<file path="src/rtl/reg_writeback_ctrl.sv">
// Register-file write-side controller: merges ALU (port A) and long-latency (port B, FIFO-buffered)
// results into one registered write stream, and tracks in-flight destinations for decode stalls.
module reg_writeback_ctrl #(
  parameter int unsigned DEPTH = 2,
  parameter int unsigned XLEN  = 32
) (
  input  logic            clk,
  input  logic            rst,
  input  logic            a_valid,
  input  logic [4:0]      a_dest,
  input  logic [XLEN-1:0] a_data,
  input  logic            b_valid,
  output logic            b_ready,
  input  logic [4:0]      b_dest,
  input  logic [XLEN-1:0] b_data,
  input  logic            issue_valid,
  input  logic [4:0]      issue_dest,
  output logic            issue_ready,
  input  logic [4:0]      q_src1,
  input  logic [4:0]      q_src2,
  output logic            stall,
  output logic            wb_reg_write,
  output logic [4:0]      wb_dest,
  output logic [XLEN-1:0] wb_data,
  output logic            err
);

  localparam int unsigned AW = (DEPTH > 1) ? $clog2(DEPTH) : 1;
  localparam logic [AW:0] PTR_ONE = {{AW{1'b0}}, 1'b1};

  logic [4:0]      r_mem_dest [DEPTH];
  logic [XLEN-1:0] r_mem_data [DEPTH];
  logic [AW:0]     r_wptr;
  logic [AW:0]     r_rptr;
  logic [31:0]     r_pend;
  logic            r_we;
  logic [4:0]      r_dest;
  logic [XLEN-1:0] r_data;
  logic            r_err;

  logic            w_empty;
  logic            w_full;
  logic            w_push;
  logic            w_pop;
  logic [4:0]      w_head_dest;
  logic [XLEN-1:0] w_head_data;
  logic            w_set;
  logic            w_hit1;
  logic            w_hit2;
  logic [31:0]     w_pend_nxt;
  logic            w_err_nxt;

  // Extra MSB on each pointer distinguishes full from empty when the index bits match.
  assign w_empty     = (r_wptr == r_rptr);
  assign w_full      = (r_wptr[AW] != r_rptr[AW]) && (r_wptr[AW-1:0] == r_rptr[AW-1:0]);
  assign w_push      = b_valid && !w_full;
  assign w_pop       = !a_valid && !w_empty;
  assign w_head_dest = r_mem_dest[r_rptr[AW-1:0]];
  assign w_head_data = r_mem_data[r_rptr[AW-1:0]];

  assign b_ready     = !w_full;
  assign issue_ready = !r_pend[issue_dest] || (issue_dest == '0);
  assign w_set       = issue_valid && issue_ready && (issue_dest != '0);

  // Covers the window between output-register load and the actual register-file write.
  assign w_hit1 = (q_src1 != '0) && (r_pend[q_src1] || (r_we && (r_dest == q_src1)) ||
                                     (a_valid && (a_dest == q_src1)));
  assign w_hit2 = (q_src2 != '0) && (r_pend[q_src2] || (r_we && (r_dest == q_src2)) ||
                                     (a_valid && (a_dest == q_src2)));
  assign stall  = w_hit1 || w_hit2;

  always_comb begin
    w_pend_nxt = r_pend;
    if (w_pop && (w_head_dest != '0)) w_pend_nxt[w_head_dest] = 1'b0;
    if (w_set) w_pend_nxt[issue_dest] = 1'b1;
    w_pend_nxt[0] = 1'b0;
  end

  always_comb begin
    w_err_nxt = r_err;
    if (a_valid && (a_dest != '0) && r_pend[a_dest]) w_err_nxt = 1'b1;
    if (w_pop && (w_head_dest != '0) && !r_pend[w_head_dest]) w_err_nxt = 1'b1;
    if (issue_valid && !issue_ready) w_err_nxt = 1'b1;
  end

  always_ff @(posedge clk) begin
    if (w_push) begin
      r_mem_dest[r_wptr[AW-1:0]] <= b_dest;
      r_mem_data[r_wptr[AW-1:0]] <= b_data;
    end
  end

  always_ff @(posedge clk) begin
    if (!rst) begin
      r_wptr <= '0;
      r_rptr <= '0;
      r_pend <= '0;
      r_we   <= 1'b0;
      r_dest <= '0;
      r_data <= '0;
      r_err  <= 1'b0;
    end else begin
      if (w_push) r_wptr <= r_wptr + PTR_ONE;
      if (w_pop)  r_rptr <= r_rptr + PTR_ONE;
      r_pend <= w_pend_nxt;
      r_err  <= w_err_nxt;
      if (a_valid) begin
        r_we   <= (a_dest != '0);
        r_dest <= a_dest;
        r_data <= a_data;
      end else if (w_pop) begin
        r_we   <= (w_head_dest != '0);
        r_dest <= w_head_dest;
        r_data <= w_head_data;
      end else begin
        r_we <= 1'b0;
      end
    end
  end

  assign wb_reg_write = r_we;
  assign wb_dest      = r_dest;
  assign wb_data      = r_data;
  assign err          = r_err;

endmodule

</file>
<file path="config.mk">
export PLATFORM = sky130hd
export DESIGN_NAME = reg_writeback_ctrl
export DESIGN_NICKNAME = d
export VERILOG_FILES = /design/src/rtl/reg_writeback_ctrl.sv
export SDC_FILE = /design/constraint.sdc
export NUM_CORES = 1
export LEC_CHECK = 0
export ABC_AREA = 1
export CORE_AREA = 2 2 135 137
export CTS_BUF_LIST = sky130_fd_sc_hd__clkbuf_8
export CTS_CLUSTER_DIAMETER = 150
export DETAILED_ROUTE_END_ITERATION = 7
export DIE_AREA = 0 0 137 139
export PLACE_DENSITY = 0.81
export SLEW_MARGIN = 30
export SYNTH_ARGS = -nofsm -noshare
export SYNTH_HDL_FRONTEND = slang
export SYNTH_SLANG_ARGS = --single-unit
</file>
<file path="constraint.sdc">
create_clock -name clk -period 4.29 [get_ports clk]
set_input_delay 0.858 -clock clk [delete_from_list [all_inputs] [get_ports clk]]
set_output_delay 0.858 -clock clk [all_outputs]
set_load 0.01 [all_outputs]
</file>
# ---- After elaboration in Yosys (flattened, before gate mapping)
# Memory sizes are Yosys's and may differ from the RTL's. A register that Yosys moved wholly into a read port is not among the register bits.
# Cells that the tools add are included.
dict set report word_totals {
  reg_bits 75
  mem_bits_rw 74
  in_bits 94
  output_inout_bits 42
  mem_count 2
}
# name words word_bits rd rd_clocked_by_memory_dff write_ports line_no
set mem_list {}
lappend mem_list {r_mem_data 2 32 1 1 1 32} ;# logic [XLEN-1:0] r_mem_data [DEPTH];
lappend mem_list {r_mem_dest 2 5 1 1 1 31} ;# logic [4:0] r_mem_dest [DEPTH];
dict set report op_classes {
  add_sub_neg 2
  magnitude_cmp 7
  n_eq_ne 7
  mux 31
  n_bitwise 3
  n_reduce_logical 38
}
# cell count
set op_table {}
lappend op_table {{32-bit 2-to-1 mux} 4}
lappend op_table {{32-bit AND} 1}
lappend op_table {{32-bit inverter} 1}
lappend op_table {{32-bit OR} 1}
lappend op_table {{5-bit by 6-bit less-than comparator with 1-bit output (second input constant)} 5}
lappend op_table {{1-bit binary-select mux with 5-bit select} 5}
lappend op_table {{5-bit nonzero test} 5}
lappend op_table {{5-bit equality test} 4}
lappend op_table {{1-bit logical AND} 18}
lappend op_table {{1-bit 2-to-1 mux} 18}
lappend op_table {{1-bit demux with 5-bit select} 2}
lappend op_table {{5-bit by 1-bit >= comparator with 1-bit output (second input constant)} 2}
lappend op_table {{5-bit 2-to-1 mux} 2}
lappend op_table {{1-bit logical NOT} 6}
lappend op_table {{1-bit logical OR} 6}
lappend op_table {{5-bit logical NOT} 1}
lappend op_table {{2-bit by 1-bit adder with 2-bit output (second input constant)} 2}
lappend op_table {{3-bit nonzero test} 1}
lappend op_table {{2-bit equality test} 1}
lappend op_table {{2-bit nonzero test} 1}
lappend op_table {{1-bit equality test} 1}
lappend op_table {{1-bit inequality test} 1}

# ---- Depth between registers and ports, before layout
# Gate-level depths: netlist (run 1).
dict set report logic_depth {
  word_depth 9
  depth_mapped 15
  depth_no_buf 14
}

# ---- Worst setup path before layout (run 1)
# OpenSTA, ideal clock, no wires.
dict set report synth_timing {
  kind {input to register}
  start {in b_valid}
  end {mem r_mem_data[0][0] (enable)}
  setup_time_ns 0.431
  arrival_ns 2.484
  required_time_ns 3.859
  path_slack_ns 1.375
  path_stages 2
  n_path_buf 0
  path_cell_list {nand2_1 > nor2_1}
}
dict set report synth_via {
  elab_chain_len 3
}
# element line_no
set synth_rtl {}
lappend synth_rtl {{start: declaration} 12} ;# input logic b_valid,
lappend synth_rtl {{1-bit logical AND} 56} ;# assign w_push = b_valid && !w_full;
lappend synth_rtl {{1-bit 2-to-1 mux} 87} ;# if (w_push) begin
lappend synth_rtl {{1-bit 2-to-1 mux (implied by the code)} 89} ;# r_mem_data[r_wptr[AW-1:0]] <= b_data;
lappend synth_rtl {{end: declaration} 32}
# Every way passes these cells.

# ---- Final worst setup path (run 1)
dict set report layout_timing {
  start {in q_src2[1]}
  end {out stall}
}
dict set report layout_via {
  elab_chain_len 6
  elab_cells_between_ends 11
  classes_between {eq/ne (2); mux (2); reduce/logical (7)}
}
# element line_no
set layout_rtl {}
lappend layout_rtl {{start: declaration} 20} ;# input logic [4:0] q_src2,
lappend layout_rtl {{1-bit binary-select mux with 5-bit select / 5-bit equality test (equally long branches)} 68} ;# assign w_hit2 = (q_src2 != '0) && (r_pend[q_src2] || (r_we && (r_dest == q_src2)) ||
lappend layout_rtl {{1-bit 2-to-1 mux (implied by the code) / 1-bit logical AND (equally long branches)} 68}
lappend layout_rtl {{1-bit logical OR (2 in a row)} 68}
lappend layout_rtl {{1-bit logical AND (*)} 68}
lappend layout_rtl {{1-bit logical OR (*)} 70} ;# assign stall = w_hit1 || w_hit2;
lappend layout_rtl {{end: declaration} 21} ;# output logic stall,
# Every way passes the cells marked *; elsewhere a longest branch is shown, timed or not. The select of a mux whose other input is x is not followed.

==> key figures, run 1 <==
Setup path
  – Most used cell, CP: nand2_1
  – Startpoint types: input port
  – CP max stage delay: 0.69 ns
  – Reg2reg path depth: 11
  – Slowest-stage cell, CP: clkdlybuf4s50_1
  – CP Data Required Time: 3.43 ns
  – Cell family with the largest share of critical-path delay: buffers and inverters
  – CP Capture Type: output pin
  – Levels on crit path: 12
  – Worst EP arrival: 3.08 ns
  – CP Class: in2out
  – Buffer and inverter count on the worst path: 3
  – Crit Path Max Fanout: 12
  – Worst-path cell chain: clkdlybuf4s50_1 > inv_1 > a21oi_1 > o21ai_0 > nand3_1 > nand3_1 > nand3_1 > nand2_1 > nand2_1 > nand2_1 > nand2_1 > clkdlybuf4s50_1

Route
  – Vias: 7777
  – 1st-pass router iterations: 7
  – Drt first-iter violations: 594
  – Via/cell ratio: 5.59
  – Antenna Violating Nets Remaining: 0
  – Routed Wire Length: 23500 um
  – DR DRC count: 0
  – Avg WL per Cell: 16.9 um

Global route
  – Initial antenna violation count: 0
  – Vias in the first global route: 7299
  – Total grt overflow: 0
  – First-pass GRT wire length: 37600 um
  – GRT Util Overall: 0.251
  – Largest net degree at the start of global routing: 66

Status
  – Outcome: finished clean

Clock network
  – Post-CTS Setup Repair Bufs: 0
  – TritonCTS clock tree: built
  – CTS Sinks: 149
  – Clock buffer depth: 2
  – Clock Latency Late Sink: 0.46 ns
  – Post-CTS sizing: 0
  – CTS Buf Count: 17
  – H-tree Lvls: 4
  – Clock slew at reported path FFs: 0.09 ns
  – Root buf cell: clkbuf_8
  – Hold buffers post-CTS: 0

Synthesis
  – Synth top area share: 0.288
  – Synth Cell Area: 7720 um^2
  – Syn Area/Cell: 7.53 um^2
  – Area contributors post-synth: edfxtp_1 29%, dfxtp_1 19%, nand2_1 14%
  – Yosys cell types: 32
  – Post-synth top area cell: edfxtp_1
  – Syn_nets: 1120
  – Seq/Total Area, Yosys: 0.482
  – Synth Instances: 1026
  – Yosys reg bits: 149
  – Synth warn: 0

Timing
  – TNS Setup: 0 ns
  – Final hold vios: 0
  – Minimum clock period after layout: 3.94 ns
  – Max Freq: 0.254 GHz
  – Max-slew headroom: 0.498
  – RSZ-0062 raised after global routing: false
  – Final period util: 0.919
  – Clk_skew: 0.0122 ns
  – Setup ws final: 0.349 ns
  – Setup violations, final: 0
  – Final slew viol count: 0
  – Worst Tran Pin Value: 0.752 ns

Floorplanning
  – Die Area: 19000 um^2
  – Initial Util: 0.437
  – Die Height: 139 um
  – FP Rows: 49
  – I/O pin total: 136
  – Die X-Extent: 137 um
  – Core Footprint: 17700 um^2

Finish
  – N_diodes: 0
  – Nets: 1243
  – Share of layout cells above drive strength 1: 0.0637
  – Area grow syn2layout: 25.6%
  – Most frequent cells in the layout: 282 x nand2_1, 138 x o21ai_0, 135 x clkdlybuf4s50_1
  – Final non-filler cell total: 1391
  – Commonest non-fill, non-tap cell in the layout: nand2_1
  – Final core utilization: 0.549
  – Fillers: 1584

Worst hold path
  – Hold WC Path Type: reg2reg
  – Cells on Worst Hold Path: 1

Placement
  – Number of port buffers: 135
  – HPWL after DPL: 16500 um
  – Pre-CTS setup slack: 0.398 ns
  – GPL Wtd Cong: 1.01
  – Post-placement cell count: 1359

Power and ir drop
  – Clk pwr share: 0.294
  – Combinational group share of total power: 0.232
  – Pint: 0.00240 W
  – Sequential power share: 0.475
  – P_sw: 0.00117 W
  – LEAKAGE: 3.74 nW
  – Peak VDD IR: 0.247 mV
  – Switching share of total power: 0.327
  – PwrDens: 368 nW/um^2
  – Power, Total: 0.00357 W

Run
  – Maxcap violations: 0
-- worst reg2reg max path: stages (launching register included) --
cell and delay [ns]:
dfxtp_1 0.33, inv_2 0.51, nand2_2 0.25, nand2_1 0.42, nor2_1 0.20, a21oi_2 0.29, nand2_1 0.08, nor2_1 0.08
nand2_1 0.06, nor2_1 0.18, nor2_1 0.07, nor2_1 0.08
-- per-stage QoR --
| step | hold WS (ns) | cell area [um^2] |
|---|---|---|
| finish | 0.483 | 9700 |
| global placement | 0.456 | 9270 |
| detailed placement | 0.465 | 9310 |
| global route | 0.510 | 9700 |
| CTS | 0.480 | 9700 |
| floorplan | 0.443 | 7720 |
-- final timing paths --
kind | to | from | slack, ns
max | stall | q_src2[1] | 0.35
min | r_wptr[1] | r_wptr[1] | 0.48
max reg2reg | err | flip-flop | 1.67
min reg2reg | r_wptr[1] | r_wptr[1] | 0.48
-- per-layer routing --
layer,GRT usage,share of wire
met5,0,0
met4,0.122,0.044
met3,0.0698,0.11
met2,0.378,0.44
met1,0.330,0.40
-- sequential cells by signal, indices dropped and copies added, names as in the netlist, named ones only --
register,cells
r_wptr,2
r_mem_dest,10
r_mem_data,64
r_pend,31
r_rptr,2
wb_dest,5
wb_reg_write,1
wb_data,32
err,1
-- cell usage after synthesis --
cell and n:
edfxtp_1 74, a21oi_2 1, o21ai_0 138, inv_2 4, o22ai_1 7, nor2_1 32, nor2_4 1, inv_1 75
o21ai_2 1, a211oi_1 1, clkinv_1 4, dfxtp_1 75, nand4_1 4, a21oi_1 98, o31ai_1 1, a221oi_1 5
xnor2_1 4, o211ai_1 4, o21ai_1 6, nand2_1 282, a31oi_1 5, buf_4 3, nand2_2 3, buf_2 8
nand3_1 131, nor2_8 1, nand2_4 1, buf_1 4, nor3_1 9, nor2_2 3, buf_6 6, clkbuf_1 35
-- cells by family after synthesis --
kind of cell	Yosys count	synth area share
xor gates and xnor gates	4	0.00454
DFF	149	0.482
AOI/OAI and AO/OA	267	0.180
and+or+nand+nor	467	0.257
buffers and inverters	139	0.0761
-- power by group through the flow --
stage	combinational, W	sequential, W	clock [W]
2_1_floorplan	0.000434	0.00174	0
3_3_place_gp	0.000795	0.00172	0
3_5_place_dp	0.000823	0.00172	0
4_1_cts	0.000827	0.00169	0.00106
5_1_grt	0.000919	0.00171	0.00113
6_report	0.000828	0.00169	0.00105
-- area by class of cell --
cell class,instances,area [um^2],area share
clock buffers,17,234,0.0241
clock inverters,15,158,0.0163
repair buffers,160,1570,0.161
multi-input cells,738,3420,0.353
inverters,83,313,0.0322
flip-flops and latches,149,3720,0.384
well taps,229,287,0.0295
(Power assumes the default switching activity.)
==> inputs of run 2 (changes only) <==
--- a/config.mk
+++ b/config.mk
@@ -6,13 +6,12 @@
 export NUM_CORES = 1
 export LEC_CHECK = 0
 export ABC_AREA = 1
-export CORE_AREA = 2 2 135 137
+export CORE_AREA = 2 2 125 127
 export CTS_BUF_LIST = sky130_fd_sc_hd__clkbuf_8
 export CTS_CLUSTER_DIAMETER = 150
 export DETAILED_ROUTE_END_ITERATION = 7
-export DIE_AREA = 0 0 137 139
-export PLACE_DENSITY = 0.81
-export SLEW_MARGIN = 30
+export DIE_AREA = 0 0 127 129
+export PLACE_DENSITY = 0.9
 export SYNTH_ARGS = -nofsm -noshare
 export SYNTH_HDL_FRONTEND = slang
 export SYNTH_SLANG_ARGS = --single-unit
==> key figures, run 2 (synthesis results as in run 1) <==
Placement
  – GPL Wtd Cong: 0.987
  – Number of port buffers: 135
  – HPWL after DPL: 16600 um
  – Pre-CTS setup slack: 0.277 ns
  – Placed cell area: 9210 um^2

Timing
  – Minimum clock period after layout: 3.93 ns
  – Setup violations, final: 0
  – Final slew viol count: 0
  – Clk_skew: 0.0139 ns
  – Final hold vios: 0
  – Worst Tran Pin Value: 1.13 ns
  – Setup ws final: 0.357 ns
  – Max-slew headroom: 0.245
  – Max Freq: 0.254 GHz
  – RSZ-0062 raised after global routing: false
  – Final period util: 0.917
  – TNS Setup: 0 ns

Setup path
  – RR Endpoint: err
  – Startpoint types: input port
  – Slowest-stage cell, CP: clkdlybuf4s50_1
  – R2R setup slack: 1.70 ns
  – Buffer and inverter count on the worst path: 3
  – Reg2reg path depth: 11
  – Cell family with the largest share of critical-path delay: buffers and inverters
  – Most used cell, CP: nand2_1
  – Worst EP arrival: 3.07 ns
  – CP max stage delay: 0.68 ns
  – CP Capture Type: output pin
  – CP Data Required Time: 3.43 ns
  – CP Class: in2out
  – Crit Path Max Fanout: 12
  – Worst-path cell chain: clkdlybuf4s50_1 > inv_1 > a21oi_1 > o21ai_0 > nand3_1 > nand3_1 > nand3_1 > nand2_1 > nand2_1 > nand2_1 > nand2_1 > clkdlybuf4s50_1

Power and ir drop
  – P_sw: 0.00115 W
  – Pint: 0.00249 W
  – Clk pwr share: 0.304
  – LEAKAGE: 3.73 nW
  – PwrDens: 378 nW/um^2
  – Sequential power share: 0.468
  – Switching share of total power: 0.316
  – Peak VDD IR: 0.307 mV
  – Combinational group share of total power: 0.228

Clock network
  – H-tree Lvls: 4
  – CTS Sinks: 149
  – Clock slew at reported path FFs: 0.08 ns
  – TritonCTS clock tree: built
  – Clock buffer depth: 2
  – Clock Latency Late Sink: 0.45 ns
  – Root buf cell: clkbuf_8
  – Hold buffers post-CTS: 0
  – CTS Buf Count: 17

Finish
  – Area grow syn2layout: 24.4%
  – Max reg flops: 64
  – N_diodes: 0
  – Most frequent cells in the layout: 282 x nand2_1, 138 x o21ai_0, 134 x clkdlybuf4s50_1
  – Commonest non-fill, non-tap cell in the layout: nand2_1
  – Fillers: 1237
  – Final instance area: 9610 um^2
  – Share of layout cells above drive strength 1: 0.0595
  – Nets: 1240

Floorplanning
  – FP Rows: 45
  – Initial Util: 0.516
  – Die Height: 129 um
  – Die X-Extent: 127 um
  – Die Area: 16400 um^2
  – I/O pin total: 136
  – Core Footprint: 15000 um^2

Global route
  – GRT Util Overall: 0.303
  – Vias in the first global route: 7547
  – Initial antenna violation count: 0
  – Total grt overflow: 0
  – Largest net degree at the start of global routing: 66
  – First-pass GRT wire length: 38800 um

Worst hold path
  – Cells on Worst Hold Path: 1
  – Worst Hold Launch: r_wptr[1]
  – WHS Endpoint: r_wptr[1]
  – Hold WC Path Type: reg2reg

Route
  – 1st-pass router iterations: 7
  – Via/cell ratio: 5.86
  – Routed Wire Length: 24500 um
  – Drt first-iter violations: 810
  – Vias: 7895
  – Avg WL per Cell: 18.2 um
  – DR DRC count: 0
  – Antenna Violating Nets Remaining: 0

Status
  – Outcome: finished clean

Run
  – Maxcap violations: 0
run 2: changes by cell type in the layout (fill, tap and decap cells not counted), sizes merged:
| cell | before | now |
|---|---|---|
| inv | 87 | 86 |
| clkdlybuf4s50 | 135 | 134 |
| buf | 25 | 22 |
| bufinv | 0 | 2 |
| clkinv | 10 | 8 |
| dlymetal6s2s | 0 | 1 |
| clkinvlp | 1 | 2 |
run 2: metrics by stage:
step,instances,total power [W],utilization,hold WS (ns)
after detailed placement,1315,0.00253,0.615,0.462
after global placement,1315,0.00251,0.615,0.452
final,1347,0.00363,0.642,0.479
after global routing,1347,0.00379,0.642,0.515
after floorplan,1026,0.00217,-,0.443
after CTS,1347,0.00363,0.642,0.477
run 2: worst max path at each step:
| stage | cells after the start | endpoint | from |
|---|---|---|---|
| 6_report | 12 | stall | q_src2[1] |
| 5_1_grt | 12 | stall | q_src2[1] |
| 4_1_cts | 12 | stall | q_src2[0] |
| 3_5_place_dp | 12 | stall | q_src2[0] |
| 3_3_place_gp | 12 | stall | q_src2[0] |
| 2_1_floorplan | 2 | r_mem_data[0][0] | b_valid |
run 2: power groups by stage:
| stage | registers (W) | logic, W | clock network [W] |
|---|---|---|---|
| after global routing | 0.00171 | 0.000910 | 0.00117 |
| after CTS | 0.00170 | 0.000824 | 0.00111 |
| after floorplan | 0.00174 | 0.000434 | 0 |
| final | 0.00170 | 0.000828 | 0.00111 |
| after detailed placement | 0.00172 | 0.000809 | 0 |
| after global placement | 0.00172 | 0.000788 | 0 |
run 2: final cells by class:
cell class	instances	area [um^2]	share of cell area
inverter	83	312	0.0324
clock buffer	17	234	0.0243
multi-input combinational	738	3420	0.356
tap	188	235	0.0245
clock inverter	15	168	0.0174
sequential	149	3720	0.387
timing repair buffer	157	1520	0.158
run 2: repair_timing:
| item | in CTS | in global routing |
|---|---|---|
| endpoints found under the setup margin | 0 | 1 |
| setup buffers | 0 | 0 |
| resized for setup | 0 | 1 |
run 2: routing by layer:
layer,vias up,track usage,share of wire,wire length [um]
li1,3723,-,-,-
met1,3646,0.379,0.38,9420
met2,451,0.497,0.48,11700
met3,75,0.0782,0.098,2410
met4,0,0.134,0.038,920
met5,-,0,0,0
